## src/rtl/pt_credit_tx.sv

```systemverilog
// Credit-based link transmitter: forwards accepted upstream beats one cycle later
// while tracking free entries in the remote receiver FIFO, with a level-driven drain.
module pt_credit_tx #(
  parameter type DATA_T  = logic [31:0],
  parameter int  CREDITS = 8,
  localparam int COUNT_W = $clog2(CREDITS + 1)
) (
  input  logic               i_clk,
  input  logic               i_rst,
  input  DATA_T              i_data,
  input  logic               i_valid,
  output logic               o_ready,
  output DATA_T              o_data,
  output logic               o_valid,
  input  logic               i_credit_return,
  input  logic               i_drain,
  output logic               o_drained,
  output logic [COUNT_W-1:0] o_credits,
  output logic               o_error
);

  typedef enum logic [1:0] {
    ST_ACTIVE,
    ST_DRAINING,
    ST_DRAINED
  } state_e;

  localparam logic [COUNT_W-1:0] FullCount = COUNT_W'(CREDITS);

  state_e             state_q, state_d;
  logic [COUNT_W-1:0] credits_q, credits_d;
  logic               valid_q, valid_d;
  DATA_T              data_q, data_d;
  logic               error_q, error_d;
  logic               send;

  // Ready comes only from registered state, so a same-cycle credit return cannot unblock a send.
  assign o_ready = (state_q == ST_ACTIVE) && (credits_q != '0);
  assign send    = i_valid && o_ready;

  always_comb begin
    credits_d = credits_q;
    error_d   = error_q;
    valid_d   = send;
    data_d    = send ? i_data : data_q;
    state_d   = state_q;

    if (send && !i_credit_return) begin
      credits_d = credits_q - COUNT_W'(1);
    end else if (!send && i_credit_return) begin
      if (credits_q == FullCount) begin
        error_d = 1'b1;
      end else begin
        credits_d = credits_q + COUNT_W'(1);
      end
    end

    // Draining completes once every credit is home and no beat is still on the wire.
    unique case (state_q)
      ST_ACTIVE: begin
        if (i_drain) state_d = ST_DRAINING;
      end
      ST_DRAINING: begin
        if (!i_drain) begin
          state_d = ST_ACTIVE;
        end else if (credits_q == FullCount && !valid_q) begin
          state_d = ST_DRAINED;
        end
      end
      ST_DRAINED: begin
        if (!i_drain) state_d = ST_ACTIVE;
      end
      default: state_d = ST_ACTIVE;
    endcase
  end

  always_ff @(posedge i_clk) begin
    if (i_rst) begin
      state_q   <= ST_ACTIVE;
      credits_q <= FullCount;
      valid_q   <= 1'b0;
      data_q    <= DATA_T'('0);
      error_q   <= 1'b0;
    end else begin
      state_q   <= state_d;
      credits_q <= credits_d;
      valid_q   <= valid_d;
      data_q    <= data_d;
      error_q   <= error_d;
    end
  end

  assign o_valid   = valid_q;
  assign o_data    = data_q;
  assign o_credits = credits_q;
  assign o_error   = error_q;
  assign o_drained = (state_q == ST_DRAINED);

endmodule

```

## config.mk

```make
export PLATFORM = sky130hd
export DESIGN_NAME = pt_credit_tx
export DESIGN_NICKNAME = d
export VERILOG_FILES = /design/src/rtl/pt_credit_tx.sv
export SDC_FILE = /design/constraint.sdc
export NUM_CORES = 1
export LEC_CHECK = 0
export ABC_AREA = 0
export CORE_ASPECT_RATIO = 0.5
export CORE_MARGIN = 3
export CORE_UTILIZATION = 25
export DETAILED_ROUTE_END_ITERATION = 16
export GPL_ROUTABILITY_DRIVEN = 0
export SETUP_SLACK_MARGIN = 0.4
export SLEW_MARGIN = 25
export SYNTH_ARGS = -nofsm -noshare
export SYNTH_HDL_FRONTEND = slang
export SYNTH_SLANG_ARGS = --single-unit
```

## constraint.sdc

```tcl
create_clock -name i_clk -period 3.2 [get_ports i_clk]
set_input_delay 0.48 -clock i_clk [delete_from_list [all_inputs] [get_ports i_clk]]
set_output_delay 0.48 -clock i_clk [all_outputs]
set_load 0.01 [all_outputs]
```

After elaboration in Yosys (flattened, before gate mapping)

Cells that the tools add are included.

Add/subtract/negate cells: 2
$mul: 0
Divide/modulo/power cells: 0
Order comparisons: 0
Eq/ne operators: 7
Shift operators: 0
Multiplexer cells: 8
Bitwise operators: 1
Reduce and logical (&&, ||, !) cells: 14

Operators by type and width:

| kind                  | count |
|---|---|
| $mux W4               | 3 |
| $mux W2               | 4 |
| $ne A2 B2 Y1 const B  | 3 |
| $pmux W2 S3           | 1 |
| $reduce_and A3 Y1     | 2 |
| $logic_and A1 B1 Y1   | 5 |
| $add A4 B1 Y4 const B | 1 |
| $eq A4 B4 Y1 const B  | 1 |
| $reduce_bool A4 Y1    | 1 |
| $sub A4 B1 Y4 const B | 1 |
| $logic_not A1 Y1      | 3 |
| $ne A3 B3 Y1 const B  | 1 |
| $eq A2 B1 Y1 const B  | 1 |
| $eq A2 B2 Y1 const B  | 1 |
| $logic_not A2 Y1      | 1 |
| $reduce_and A2 Y1     | 1 |
| $reduce_bool A2 Y1    | 1 |
| $not A1 Y1            | 1 |

Flip-flop bits (word level): 40
Latch bits: 0
Bits in writable memories: 0
Bits in read-only memories: 0
Bits of input ports: 37
Output and inout bits: 40
Logic and storage cells: 37
Memories kept: 0

Depth between registers and ports, before layout

Depth after elaboration: 7
Gate-level depth with buffers: 11
Gate-level depth less buffers: 9

Worst setup path before layout

OpenSTA, ideal clock, no wires.

Path type: reg2reg
Start: register credits_q[0] (netlist: o_credits[0])
End: register credits_q[3] (netlist: o_credits[3])
Library setup time: 72 ps
Arrival: 2423 ps
Data required time: 3128 ps
Slack: 705 ps
Stages on the path, launching flop included: 12
Path buffers: 2
Clock period less this slack: 2495 ps
Cells stage by stage: dfxtp_1 > nor4_1 > or4b_1 > buf_2 > inv_4 > buf_6 > ha_1 > ha_1 > a21oi_1 > nand3_1 > a21oi_1 > mux2i_1

Longest elaborated chain between the ends: 7
Elaborated cells between the ends (all ways): 15
Classes of those cells: add/sub (2); eq/ne (2); mux (3); reduce/logical (8)

Ends and longest elaborated chain:

| what                         | RTL line | source |
|---|---|---|
| from (decl)                  | 31       | `logic [COUNT_W-1:0] credits_q, credits_d;` |
| from (signal assigned)       | 80       | `credits_q <= FullCount;` |
| from (signal assigned)       | 86       | `credits_q <= credits_d;` |
| $reduce_bool A4 Y1 *         | 38       | `assign o_ready = (state_q == ST_ACTIVE) && (credits_q != '0);` |
| $logic_and A1 B1 Y1 *        | 38       |  |
| $logic_and A1 B1 Y1 *        | 39       | `assign send = i_valid && o_ready;` |
| via send                     | 35       | `logic send;` |
| $logic_not A1 Y1             | 50       | `end else if (!send && i_credit_return) begin` |
| $logic_and A1 B1 Y1          | 50       |  |
| $reduce_bool A2 Y1 (no line) | --       |  |
| $reduce_and A2 Y1 (no line)  | --       |  |

The timed path passes the listed nets; every way through them passes the cells marked *. The select of a mux whose other input is x is not followed.
A chain may end at the register's enable or synchronous reset.

Worst setup path in the final report

Start: input port i_valid
End: register credits_q[3] (netlist: o_credits[3])

Longest elaborated chain between the ends: 5
Elaborated cells between the ends (all ways): 8
Classes of those cells: eq/ne (1); mux (1); reduce/logical (6)

Ends and longest elaborated chain:

| what                         | RTL line | source |
|---|---|---|
| from (decl)                  | 11       | `input logic i_valid,` |
| $logic_and A1 B1 Y1 *        | 39       |  |
| $logic_not A1 Y1             | 50       |  |
| $logic_and A1 B1 Y1          | 50       |  |
| $reduce_bool A2 Y1 (no line) | --       |  |
| $reduce_and A2 Y1 (no line)  | --       |  |

Mark *: on every way between the ends. The rest lies on a longest branch, timed or not.

==> results_tabular.tex <==
\begin{tabular}{lr}
\hline
Metric & Value \\
\hline
\multicolumn{2}{l}{\textbf{Clock tree}} \\
Clock net sink count & 40 \\
Count of buffers added by post-CTS timing repair for setup & 0 \\
Resized cells post-CTS & 0 \\
Clk\_lat worst skew & 270 ps \\
Number of hold buffers added after CTS & 0 \\
Clock root buffer & clkbuf\_16 \\
Clock Pin Slew Worst Setup and Hold Paths & $\sim$60 ps \\
Clock buffer depth & 2 \\
CTS buffer count & 5 \\
H-tree depth reported by CTS & 2 \\
CTS tree & yes \\
\multicolumn{2}{l}{\textbf{Layout}} \\
Commonest cells after routing, fill and taps aside & 75 x clkdlybuf4s50\_1, 66 x nand2\_1, 40 x dfxtp\_1, 38 x a21oi\_1, 6 x nor2\_1 \\
Fraction of layout cells with a size suffix above 1 & 4.94\% \\
Antenna Cells & 0 \\
Count of filler cells inserted in the layout & 565 \\
Leading cell type in the layout, fill and taps excluded & clkdlybuf4s50\_1 \\
Footprint of the multi-input gates & 646 um2 \\
Final cell count without fillers & 336 \\
Nets@finish & around 300 \\
Area grow syn2layout & 64.1\% \\
Combined flip-flop and latch cell area & 801 um2 \\
\multicolumn{2}{l}{\textbf{Placement}} \\
Number of buffer cells added on primary ports & 76 \\
Dpl hpwl & 2.98 mm \\
Cell count after placement & about 330 \\
\multicolumn{2}{l}{\textbf{Run}} \\
Max-cap violation count & 0 \\
\multicolumn{2}{l}{\textbf{Synth}} \\
Post-synth design cell area & 0.00154 mm2 \\
Sequential cell area fraction in the yosys report & 52.1\% \\
Total of flip-flops plus latches after synthesis & 40 \\
Synthesized Nets & around 230 \\
Post-synthesis cell type with the largest combined area & dfxtp\_1 \\
Post-synth cell types & 24 \\
Warning count from the yosys run & 0 \\
Synthesized instance count & 187 \\
Area share of the leading cell type in the synthesized netlist & 52.1\% \\
Top post-synthesis cells by area & dfxtp\_1 52\%, nand2\_1 16\%, a21oi\_1 12\% \\
Avg Synthesized Cell Area & 8.22 um2 \\
\multicolumn{2}{l}{\textbf{Drt}} \\
Iteration-0 DRC count of the detailed router & 50 \\
Total vias in the final route & $\sim$1,500 \\
Number of search-and-repair iterations in the first detailed-routing pass & 4 \\
Post-detailed-route DRC marker count & 0 \\
Count of antenna-violating nets left after detailed routing & 0 \\
Average wire per cell in the routed design & $\sim$12 um \\
Via/cell ratio & 4.44 \\
Final routed wirelength across all metal layers & just over 4 mm \\
\multicolumn{2}{l}{\textbf{Power and ir drop}} \\
Total Power Consumption & 0.00162 W \\
Leakage dissipation & about 0.95 nW \\
Power density normalized to cell area & 643 mW/mm2 \\
Worst supply voltage drop on vdd & 0.237 mV \\
\multicolumn{2}{l}{\textbf{Timing}} \\
RSZ-0062 raised after global routing & no \\
Final worst-path cycle share & 78.3\% \\
Final worst path period need & 2500 ps \\
Setup total negative slack & 0 ps \\
Highest achievable clock rate & 399 MHz \\
Max transition margin & 45.8\% \\
Final setup violation count & 0 \\
Final worst clock skew & 2.88 ps \\
Final hold vios & 0 \\
Max-slew violations & 0 \\
Worst hold slack across all endpoints & 452 ps \\
Actual slew at the worst max-slew pin & approximately 800 ps \\
\multicolumn{2}{l}{\textbf{Hold path}} \\
HP Class & reg2reg \\
Worst min-delay path endpoint & o\_data[6]\$\_SDFFE\_PP0P\_ \\
Hold\_sp & o\_data[6]\$\_SDFFE\_PP0P\_ \\
Number of cells on the worst hold path & 2 \\
\multicolumn{2}{l}{\textbf{Worst setup path}} \\
Data arrival time of the worst path & roughly 2700 ps \\
Reg2reg path depth & 9 \\
Worst setup path category & in2reg \\
Reg2reg end & o\_credits[3]\$\_SDFFE\_PP1P\_ \\
Nature of the critical path startpoint & input port \\
Setup slack, reg-to-reg & 770 ps \\
Endpoint required time on the critical path & 3400 ps \\
Peak fanout along the critical path & 5 \\
Reg2reg start & o\_credits[0]\$\_SDFFE\_PP0P\_ \\
Kind of end point of the critical path & flop \\
\multicolumn{2}{l}{\textbf{Run status}} \\
Result of the run & finished, final reports clean \\
\multicolumn{2}{l}{\textbf{Global route}} \\
Pin count of the biggest net entering global routing & 35 \\
Total routing resource utilization after global routing & between 10 and 15\% \\
Global-route wire length before repair & 6.29 mm \\
Remaining Overflow, GRT & 0 \\
Number of global-route vias before repair & 1,395 \\
Initial antenna violation count & 0 \\
\multicolumn{2}{l}{\textbf{Floorplanning}} \\
Die Wd & about 120 um \\
Row count & 19 \\
Starting utilization of the core area & 27.0\% \\
\# IOs & 77 \\
Die Outline Area & 0.00719 mm2 \\
Vertical die dimension & 61.5 um \\
Placeable Area & between 0.005 and 0.006 mm2 \\
\hline
\end{tabular}
## layer usage
| layer | GRT usage [%] | vias to the layer above | wire, um |
|---|---|---|---|
| li1 | - | 758 | - |
| met2 | 19.5 | 18 | 2140 |
| met5 | 0 | - | 0 |
| met4 | 2.45 | 0 | 31 |
| met3 | 2.45 | 4 | 116 |
| met1 | 13.8 | 712 | 1830 |
## power by group
part           leakage [nW]  internal [W]  total [W]  switching (W)
clock network        0.0901      0.000410   0.000589       0.000179
registers             0.329      0.000561   0.000610      0.0000488
logic                 0.528      0.000222   0.000424       0.000202
## through the flow
step           cell area (um2)  utilization, %  setup slack, ps
2_1_floorplan             1540               -              705
4_1_cts                   2530            44.3              720
3_3_place_gp              2350            41.1              468
6_report                  2520            44.2              696
3_5_place_dp              2350            41.1              447
5_1_grt                   2520            44.2              571
## cell usage after synthesis
master and number:
or4b_1 1, mux2i_1 1, inv_4 1, nand3_1 2, buf_1 1, clkbuf_1 5
buf_2 2, nor3_1 1, dfxtp_1 40, ha_1 4, nor2_1 6, a21oi_1 38
buf_6 3, a211o_1 1, nand2_1 66, and3b_1 1, nor3b_1 1, fa_1 1
nor4b_1 2, nor4_1 1, xnor2_1 2, inv_1 5, a211oi_1 1, nor2b_1 1
## flip-flops by register name, indices dropped and copies added, names as in the netlist
signal / count
o_credits: 4
o_data: 32
o_error: 1
o_valid: 1
state_q: 2
## how the worst max path moves through the flow
stage | startpoint | endpoint | slack [ps] | cells past startpoint
3_5_place_dp | i_valid | o_credits[3]$_SDFFE_PP1P_ | 450 | 9
2_1_floorplan | o_credits[0]$_SDFFE_PP0P_ | o_credits[3]$_SDFFE_PP1P_ | 710 | 11
5_1_grt | i_valid | o_credits[3]$_SDFFE_PP1P_ | 570 | 9
3_3_place_gp | i_valid | o_credits[3]$_SDFFE_PP1P_ | 470 | 9
4_1_cts | i_valid | o_credits[3]$_SDFFE_PP1P_ | 720 | 9
6_report | i_valid | o_credits[3]$_SDFFE_PP1P_ | 700 | 9
## area by class of cell
class,instances,area share [%]
flip-flops and latches,40,31.7
clock inverters,1,1.19
inverters,6,0.992
clock buffers,7,6.05
well taps,73,3.62
multi-input cells,130,25.6
repair buffers,79,30.8
## cells by family (layout without fill, tap and decap cells)
family	after synthesis	after routing	share of synthesized area, %
adder cells (fa/ha/maj)	5	5	4.56
AND/OR/NAND/NOR	82	82	22.2
buffers and inverters	17	93	5.94
AO/OA/AOI/OAI	40	40	13.4
XOR/XNOR	2	2	1.14
multiplexers	1	1	0.651
flip-flops	40	40	52.1
## worst max-delay path, cell delays in order
cell	delay, ps
clkdlybuf4s50_1	450
or4b_1	500
inv_4	80
ha_1	230
ha_1	300
a21oi_1	200
nand3_1	100
a21oi_1	180
mux2i_1	190
No activity file was read; power rests on OpenSTA's default activity.
